File: config.mk
export PLATFORM = sky130hd
export DESIGN_NAME = sap1_controller
export DESIGN_NICKNAME = d
export VERILOG_FILES = /design/src/rtl/sap1_pkg.sv /design/src/rtl/sap1_ring_counter.sv /design/src/rtl/sap1_controller.sv
export SDC_FILE = /design/constraint.sdc
export NUM_CORES = 1
export LEC_CHECK = 0
export ABC_AREA = 1
export ABC_CLOCK_PERIOD_IN_PS = 3100
export BUFFER_PORTS_ARGS = -buffer_cell sky130_fd_sc_hd__buf_4
export CAP_MARGIN = 5
export CORE_UTILIZATION = 43
export CTS_CLUSTER_SIZE = 12
export DETAILED_ROUTE_END_ITERATION = 16
export PLACE_DENSITY_LB_ADDON = 0.15
export SLEW_MARGIN = 0
export SYNTH_ARGS = -nofsm -noshare
export SYNTH_HDL_FRONTEND = slang
export SYNTH_SLANG_ARGS = --single-unit
File: constraint.sdc
create_clock -name clk -period 3.1 [get_ports clk]
set_clock_uncertainty 0.2 [all_clocks]
set_input_delay 0 -clock clk [delete_from_list [all_inputs] [get_ports clk]]
set_output_delay 0 -clock clk [all_outputs]
set_load 0.005 [all_outputs]
File: src/rtl/sap1_pkg.sv
// Shared SAP-1 encodings: opcodes, control-word bit positions, T-state
// one-hot codes and small decode helpers used by the controller blocks.
package sap1_pkg;

   localparam logic [3:0] OP_LDA = 4'h0;
   localparam logic [3:0] OP_ADD = 4'h1;
   localparam logic [3:0] OP_SUB = 4'h2;
   localparam logic [3:0] OP_OUT = 4'hE;
   localparam logic [3:0] OP_HLT = 4'hF;

   // Bit positions inside cw = {Cp, Ep, Lm_n, CE_n, Li_n, Ei_n, La_n, Ea, Su, Eu, Lb_n, Lo_n}
   localparam int CW_CP   = 11;
   localparam int CW_EP   = 10;
   localparam int CW_LM_N = 9;
   localparam int CW_CE_N = 8;
   localparam int CW_LI_N = 7;
   localparam int CW_EI_N = 6;
   localparam int CW_LA_N = 5;
   localparam int CW_EA   = 4;
   localparam int CW_SU   = 3;
   localparam int CW_EU   = 2;
   localparam int CW_LB_N = 1;
   localparam int CW_LO_N = 0;

   localparam logic [11:0] CW_INACTIVE = 12'h3E3;

   localparam logic [5:0] T1 = 6'b000001;
   localparam logic [5:0] T2 = 6'b000010;
   localparam logic [5:0] T3 = 6'b000100;
   localparam logic [5:0] T4 = 6'b001000;
   localparam logic [5:0] T5 = 6'b010000;
   localparam logic [5:0] T6 = 6'b100000;

   typedef enum logic [2:0] {
      I_LDA = 3'd0,
      I_ADD = 3'd1,
      I_SUB = 3'd2,
      I_OUT = 3'd3,
      I_HLT = 3'd4,
      I_NOP = 3'd5
   } instr_e;

   function automatic instr_e decode_op(input logic [3:0] op);
      case (op)
         OP_LDA:  return I_LDA;
         OP_ADD:  return I_ADD;
         OP_SUB:  return I_SUB;
         OP_OUT:  return I_OUT;
         OP_HLT:  return I_HLT;
         default: return I_NOP;
      endcase
   endfunction

   function automatic logic is_one_hot6(input logic [5:0] v);
      logic [2:0] cnt;
      cnt = 3'd0;
      for (int i = 0; i < 6; i++) begin
         cnt = cnt + {2'b00, v[i]};
      end
      return (cnt == 3'd1);
   endfunction

endpackage

File: src/rtl/sap1_ring_counter.sv
// Six-state one-hot T-state ring with hold; any non-one-hot value
// (upset) falls back to T1 on the next edge.
module sap1_ring_counter
   import sap1_pkg::*;
(
   input  logic       clk,
   input  logic       clr_n,
   input  logic       hold,
   output logic [5:0] t_state
);

   logic [5:0] ring_r;
   logic [5:0] ring_next_s;

   // Next ring value: recover, hold, or rotate left by one.
   always_comb begin
      ring_next_s = T1;
      if (!is_one_hot6(ring_r)) begin
         ring_next_s = T1;
      end else if (hold) begin
         ring_next_s = ring_r;
      end else begin
         ring_next_s = {ring_r[4:0], ring_r[5]};
      end
   end

   // Ring state register, asynchronously cleared to T1.
   always_ff @(posedge clk or negedge clr_n) begin
      if (!clr_n) begin
         ring_r <= T1;
      end else begin
         ring_r <= ring_next_s;
      end
   end

   assign t_state = ring_r;

endmodule

File: src/rtl/sap1_controller.sv
// SAP-1 instruction sequencer: T-state ring, halt latch and Moore decode
// of {ring, halted, opcode} into the 12-bit control word.
module sap1_controller
   import sap1_pkg::*;
(
   input  logic        clk,
   input  logic        clr_n,
   input  logic [3:0]  opcode,
   output logic [11:0] cw,
   output logic [5:0]  t_state,
   output logic        hlt
);

   logic [5:0]  t_state_s;
   logic        hlt_r;
   logic        halt_set_s;
   logic        hold_s;
   logic [11:0] cw_s;
   instr_e      instr_s;

   assign instr_s = decode_op(opcode);

   sap1_ring_counter u_ring (
      .clk     (clk),
      .clr_n   (clr_n),
      .hold    (hold_s),
      .t_state (t_state_s)
   );

   // The halting edge must also freeze the ring, so hold covers it too.
   always_comb begin
      halt_set_s = 1'b0;
      hold_s     = hlt_r;
      if ((t_state_s == T4) && (instr_s == I_HLT) && !hlt_r) begin
         halt_set_s = 1'b1;
         hold_s     = 1'b1;
      end else begin
         halt_set_s = 1'b0;
         hold_s     = hlt_r;
      end
   end

   // Halt latch, cleared only by clr_n.
   always_ff @(posedge clk or negedge clr_n) begin
      if (!clr_n) begin
         hlt_r <= 1'b0;
      end else if (halt_set_s) begin
         hlt_r <= 1'b1;
      end else begin
         hlt_r <= hlt_r;
      end
   end

   // Control-word decode; reset and halt force the inactive word.
   always_comb begin
      cw_s = CW_INACTIVE;
      if (!clr_n || hlt_r) begin
         cw_s = CW_INACTIVE;
      end else begin
         case (t_state_s)
            T1: begin
               cw_s[CW_EP]   = 1'b1;
               cw_s[CW_LM_N] = 1'b0;
            end
            T2: begin
               cw_s[CW_CP] = 1'b1;
            end
            T3: begin
               cw_s[CW_CE_N] = 1'b0;
               cw_s[CW_LI_N] = 1'b0;
            end
            T4: begin
               case (instr_s)
                  I_LDA, I_ADD, I_SUB: begin
                     cw_s[CW_LM_N] = 1'b0;
                     cw_s[CW_EI_N] = 1'b0;
                  end
                  I_OUT: begin
                     cw_s[CW_EA]   = 1'b1;
                     cw_s[CW_LO_N] = 1'b0;
                  end
                  default: cw_s = CW_INACTIVE;
               endcase
            end
            T5: begin
               case (instr_s)
                  I_LDA: begin
                     cw_s[CW_CE_N] = 1'b0;
                     cw_s[CW_LA_N] = 1'b0;
                  end
                  I_ADD, I_SUB: begin
                     cw_s[CW_CE_N] = 1'b0;
                     cw_s[CW_LB_N] = 1'b0;
                  end
                  default: cw_s = CW_INACTIVE;
               endcase
            end
            T6: begin
               case (instr_s)
                  I_ADD: begin
                     cw_s[CW_LA_N] = 1'b0;
                     cw_s[CW_EU]   = 1'b1;
                  end
                  I_SUB: begin
                     cw_s[CW_LA_N] = 1'b0;
                     cw_s[CW_EU]   = 1'b1;
                     cw_s[CW_SU]   = 1'b1;
                  end
                  default: cw_s = CW_INACTIVE;
               endcase
            end
            default: cw_s = CW_INACTIVE;
         endcase
      end
   end

   assign cw      = cw_s;
   assign t_state = t_state_s;
   assign hlt     = hlt_r;

endmodule

Yosys cells after proc, flatten, opt, wreduce, memory -nomap -nowiden
Index checks and enable logic that the tools add are counted.
{"block": "totals", "latchBits": 0, "regBits": 7, "n_memories": 0, "ramBits": 0, "mem_bits_ro": 0, "in_bits": 6}
{"block": "op_classes", "mux": 17, "reduce_logical": 9, "bitwise": 0, "order_cmp": 0, "eq_ne": 16, "multipliers": 0, "div_mod_pow": 0, "n_addsub": 5, "shifts": 0}
{"operator": "$pmux 7 s3", "n": 1}
{"operator": "$pmux 3 s5", "n": 1}
{"operator": "$add 3x1->3", "n": 4}
{"operator": "$mux 12", "n": 1}
{"operator": "$mux 6", "n": 2}
{"operator": "$mux 1", "n": 10}
{"operator": "$eq 4x4->1 const B", "n": 2}
{"operator": "$pmux 2 s2", "n": 2}
{"operator": "$eq 3x1->1 const B", "n": 2}
{"operator": "$eq 3x2->1 const B", "n": 2}
{"operator": "$eq 6x1->1 const B", "n": 1}
{"operator": "$eq 6x2->1 const B", "n": 1}
{"operator": "$eq 6x3->1 const B", "n": 1}
{"operator": "$eq 6x4->1 const B", "n": 1}
{"operator": "$eq 6x5->1 const B", "n": 1}
{"operator": "$eq 6x6->1 const B", "n": 1}
{"operator": "$eq 4x1->1 const B", "n": 1}
{"operator": "$eq 4x2->1 const B", "n": 1}
{"operator": "$logic_not 4->1", "n": 1}
{"operator": "$eq 3x3->1 const B", "n": 1}
{"operator": "$logic_not 3->1", "n": 1}
{"operator": "$reduce_or 3->1", "n": 1}
{"operator": "$add 1x1->2", "n": 1}
{"operator": "$logic_and 1x1->1", "n": 2}
{"operator": "4 further kinds", "n": 5}

Logic depth before layout (Yosys ltp)
{"block": "logic_depth", "ltp_word": 8, "mapped_depth": 12, "ltp_nobuf": 12}

Cells and area by module
From an unflattened synthesis, not the netlist that was laid out.
{"block": "unflattened", "hier_cells": 119, "area_unflattened_um2": 748.2}
{"mod": "sap1_ring_counter", "cells_per_inst": 51, "instances": 1, "area_per_inst_um2": 386.6, "seq_area_each_um2": 151.4}
{"mod": "sap1_controller", "cells_per_inst": 68, "instances": 1, "area_per_inst_um2": 361.6, "seq_area_each_um2": 25.0}

Worst setup path before layout
Ideal clock, no wire load.
{"block": "synth_timing", "kind": "register to register", "start": "register u_ring.ring_r[0] (netlist: u_ring.t_state[0])", "end": "register u_ring.ring_r[1] (netlist: u_ring.t_state[1])", "n_path_buf": 0, "period_less_slack_ps": 3039, "slack_ps": 61, "arrival_ps": 2774, "path_stages_with_launch": 13, "t_required_ps": 2835, "cell_sequence": "dfstp_2 -> inv_1 -> ha_1 -> inv_1 -> fa_1 -> fa_1 -> inv_1 -> fa_1 -> nor3_2 -> inv_1 -> nor2_1 -> nand3_1 -> nand2_1"}
{"block": "synth_via", "elab_chain_cells": 7, "elab_cells_between_ends": 13, "classes_between": "add/sub: 5; eq/ne: 3; mux: 3; reduce/logical: 2"}
{"item": "from (decl)", "line_no": "sap1_ring_counter.sv:12", "rtl": "logic [5:0] ring_r;"}
{"item": "from (signal assigned)", "line_no": "sap1_ring_counter.sv:32", "rtl": "ring_r <= ring_next_s;"}
{"item": "$add 1x1->2", "line_no": "sap1_pkg.sv:58", "rtl": "cnt = cnt + {2'b00, v[i]};"}
{"item": "$add 3x1->3 (4 in series)", "line_no": "sap1_pkg.sv:58"}
{"item": "$eq 3x1->1", "line_no": "sap1_pkg.sv:60", "rtl": "return (cnt == 3'd1);"}
{"item": "$ne 2x2->1 (no line) or $mux 6 (tied branches)"}
Several ways; a longest one is shown, not always the timed one. The select of a mux whose other input is x is not followed.
A chain may end at the register's enable or synchronous reset.

Worst setup path after layout
Ends and elaborated chain as after synthesis.

==> reports/metrics.json <==
{
  "yosys": {
    "post_synth_inst_count": 98,
    "yosysWarnings": 0,
    "synth_area_um2": 696,
    "yosysUniqueCellTypes": 24,
    "synth-seq-cells": 7,
    "syn_nets": 111,
    "synth_area_per_cell_um2": 7.10,
    "synth.yosys.seq_area_share_pct": 25.4
  },
  "sta": {
    "fin_hold_ws_ps": 31.2,
    "final_max_slew_viol_count": 0,
    "timing.slew.headroom_pct": 78.4,
    "final_hold_viol_count": 0,
    "final_count_of_negative_setup_slack_endpoints": 0,
    "actual_transition_at_the_worst_max_transition_pin_ps": 323,
    "max_freq_mhz": 333,
    "period_needed_ps": 3000,
    "min_period_over_period_pct": 96.9,
    "grt_setup_unrepaired": "yes",
    "post-route-worst-setup-slack_ps": 96.7
  },
  "placement": {
    "place_congestion": 0.839,
    "place.detailed.instances": 141,
    "io_buffer_count": 24,
    "place_worst_setup_slack_ps": 15.7,
    "place_hpwl_mm": 1.25
  },
  "finish": {
    "final_layout_size_suffix_gt1_share_pct": 42.4,
    "instances_no_fill": 148,
    "most-common-layout-cells": "buf_4 (28), nand2_1 (20), nor2_1 (12), nand3_1 (11), inv_1 (10)",
    "filler_cell_count": 130,
    "num_antenna_cells": 0,
    "final_net_count": 146,
    "area_delta_synth_final_pct": 44.4,
    "mostFrequentLayoutCell": "buf_4"
  },
  "clock_network": {
    "numCtsBuffers": 3,
    "cts.reportedPaths.clkPinSlew_ps": 50,
    "clk_root_buffer_cell": "clkbuf_4",
    "tritoncts": "built",
    "htreeDepth": 1,
    "cts_sinks": 7,
    "clk_path_buf_depth": 2,
    "insertion_delay_ps": 240
  },
  "die": {
    "fp.dieH_um": 42.2,
    "fp.dieW_um": 42.2,
    "core_um2": 1510,
    "effective_utilization_at_floorplan_pct": 46.2,
    "pin_count": 25,
    "fp-row-count": 14,
    "dieArea_um2": 1780
  },
  "routing": {
    "vias": 714,
    "drc": 0,
    "postRouteAntennaNets": 0,
    "vias_per_cell": 4.82,
    "detailedRoute.firstPassIterationCount": 4,
    "drt_iter0_markers": 6,
    "totalWireLength_mm": 1.58,
    "wire_per_inst_um": 10.7
  },
  "run": {
    "maxCapViolations": 0
  },
  "worst_setup_path": {
    "startpoint_type": "flip-flop",
    "crit_type": "flip-flop to flip-flop",
    "nature_of_the_critical_path_endpoint": "flip-flop",
    "arrival_time_of_the_worst_setup_path_ps": 2990,
    "critPathRequiredTime_ps": 3080,
    "crit_fanout": 6,
    "r2r.worst_path.cells": 12
  },
  "pwr": {
    "power_density_over_cell_area_nw_per_um2": 187,
    "ir_worst_vdd_mv": 0.159,
    "leakage_uw": 0.000546
  },
  "grt": {
    "global_route_wire_length_before_repair_mm": 2.48,
    "pin_count_of_the_biggest_net_entering_global_routing": 9,
    "initial_antenna_violation_count": 0,
    "first_global_vias": 577,
    "congestion_overflow_gr": 0,
    "grt_usage_pct": 17.8
  },
  "worst_hold_path": {
    "holdPathStages": 5,
    "holdCritPathClass": "input pin to flip-flop"
  },
  "status": {
    "run_status": "finished, final reports clean"
  }
}
## power breakdown
part | switching [µW] | total, µW | internal (µW)
sequential | 0 | 91.6 | 91.6
clock | 32.0 | 81.0 | 49.0
combinational | 8.24 | 15.8 | 7.53
total | 40.2 | 188 | 148
## state kept, by name, summed over array words and instances (netlist names)
name and flops:
u_ring.t_state 6, hlt 1
## through the flow
| stage | power [µW] | setup TNS (ps) | instance area, µm² | utilization (%) |
|---|---|---|---|---|
| after floorplan | 98.0 | 0 | 696 | - |
| final | 188 | 0 | 1000 | 66.7 |
| after detailed placement | 107 | 0 | 918 | 61.0 |
| after global routing | 197 | -125 | 1000 | 66.7 |
| after CTS | 192 | -20.1 | 965 | 64.0 |
| after global placement | 106 | 0 | 918 | 61.0 |
## final cells by class
class | instances | area [µm²] | area share, %
Multi-Input combinational cell | 73 | 479 | 47.7
Timing Repair Buffer | 30 | 230 | 22.9
Sequential cell | 7 | 176 | 17.6
Inverter | 18 | 72.6 | 7.22
Clock buffer | 4 | 26.3 | 2.62
Tap cell | 16 | 20.0 | 1.99
## timing repair
action / in CTS / in global routing
gates resized for setup: 0 / 12
pin swaps: 0 / 4
setup endpoints to repair: 2 / 6
endpoints found under the hold margin: 7 / 0
gates cloned: 0 / 0
setup buffers: 0 / 1
hold buffers: 2 / 0
## critical path, cell delays in order, from the launching register on
cell and delay [ps]:
dfstp_2 530, inv_2 50, ha_4 250, inv_2 30
fa_1 460, fa_2 350, inv_2 60, fa_1 420
nor3_2 180, inv_2 130, nor2_2 140, nand3_1 70
nand2_1 70
## cell families after synthesis
kind of cell	after synthesis	synth area share, %
simple gates	60	43.0
buf+inv	18	10.4
fa+ha+maj	7	15.8
flops	7	25.4
compound gates	6	5.40
## Yosys cell counts
master / instances / area share (%)
a21boi_1: 1 / 1.1
a21oi_1: 2 / 1.4
a22oi_1: 1 / 1.1
and3_1: 1 / 0.90
dfrtp_1: 6 / 22
dfstp_2: 1 / 3.8
fa_1: 3 / 8.6
ha_1: 4 / 7.2
inv_1: 14 / 7.6
inv_2: 3 / 1.6
inv_6: 1 / 1.3
nand2_1: 20 / 11
nand2_2: 1 / 0.90
nand2_4: 3 / 4.9
nand3_1: 11 / 7.9
nand3_2: 2 / 2.9
nor2_1: 17 / 9.2
nor2_2: 1 / 0.90
nor2_4: 1 / 1.6
nor3_1: 1 / 0.72
nor3_2: 1 / 1.4
nor4_1: 1 / 0.90
o211ai_1: 1 / 1.1
o21ai_0: 1 / 0.72
## path summary, 6_finish.rpt
| kind | start | end | slack, ps |
|---|---|---|---|
| setup / recovery | u_ring.t_state[0] | u_ring.t_state[1] | 100 |
| hold / removal | opcode[3] | hlt | 30 |
| setup reg to reg | u_ring.t_state[0] | u_ring.t_state[1] | 100 |
| hold reg to reg | hlt | hlt | 390 |
| max in group asynchronous | clr_n | u_ring.t_state[5] | 1900 |
| min in group asynchronous | clr_n | u_ring.t_state[0] | 60 |
## per-layer routing
metal | vias to the layer above | wire length, µm | global-route usage (%)
met5 | - | 0 | 0
met4 | 0 | 0 | 5.63
met3 | 0 | 51 | 1.72
met2 | 13 | 722 | 27.1
met1 | 324 | 805 | 26.5
li1 | 377 | - | -
No activity file was read; power rests on OpenSTA's default activity.
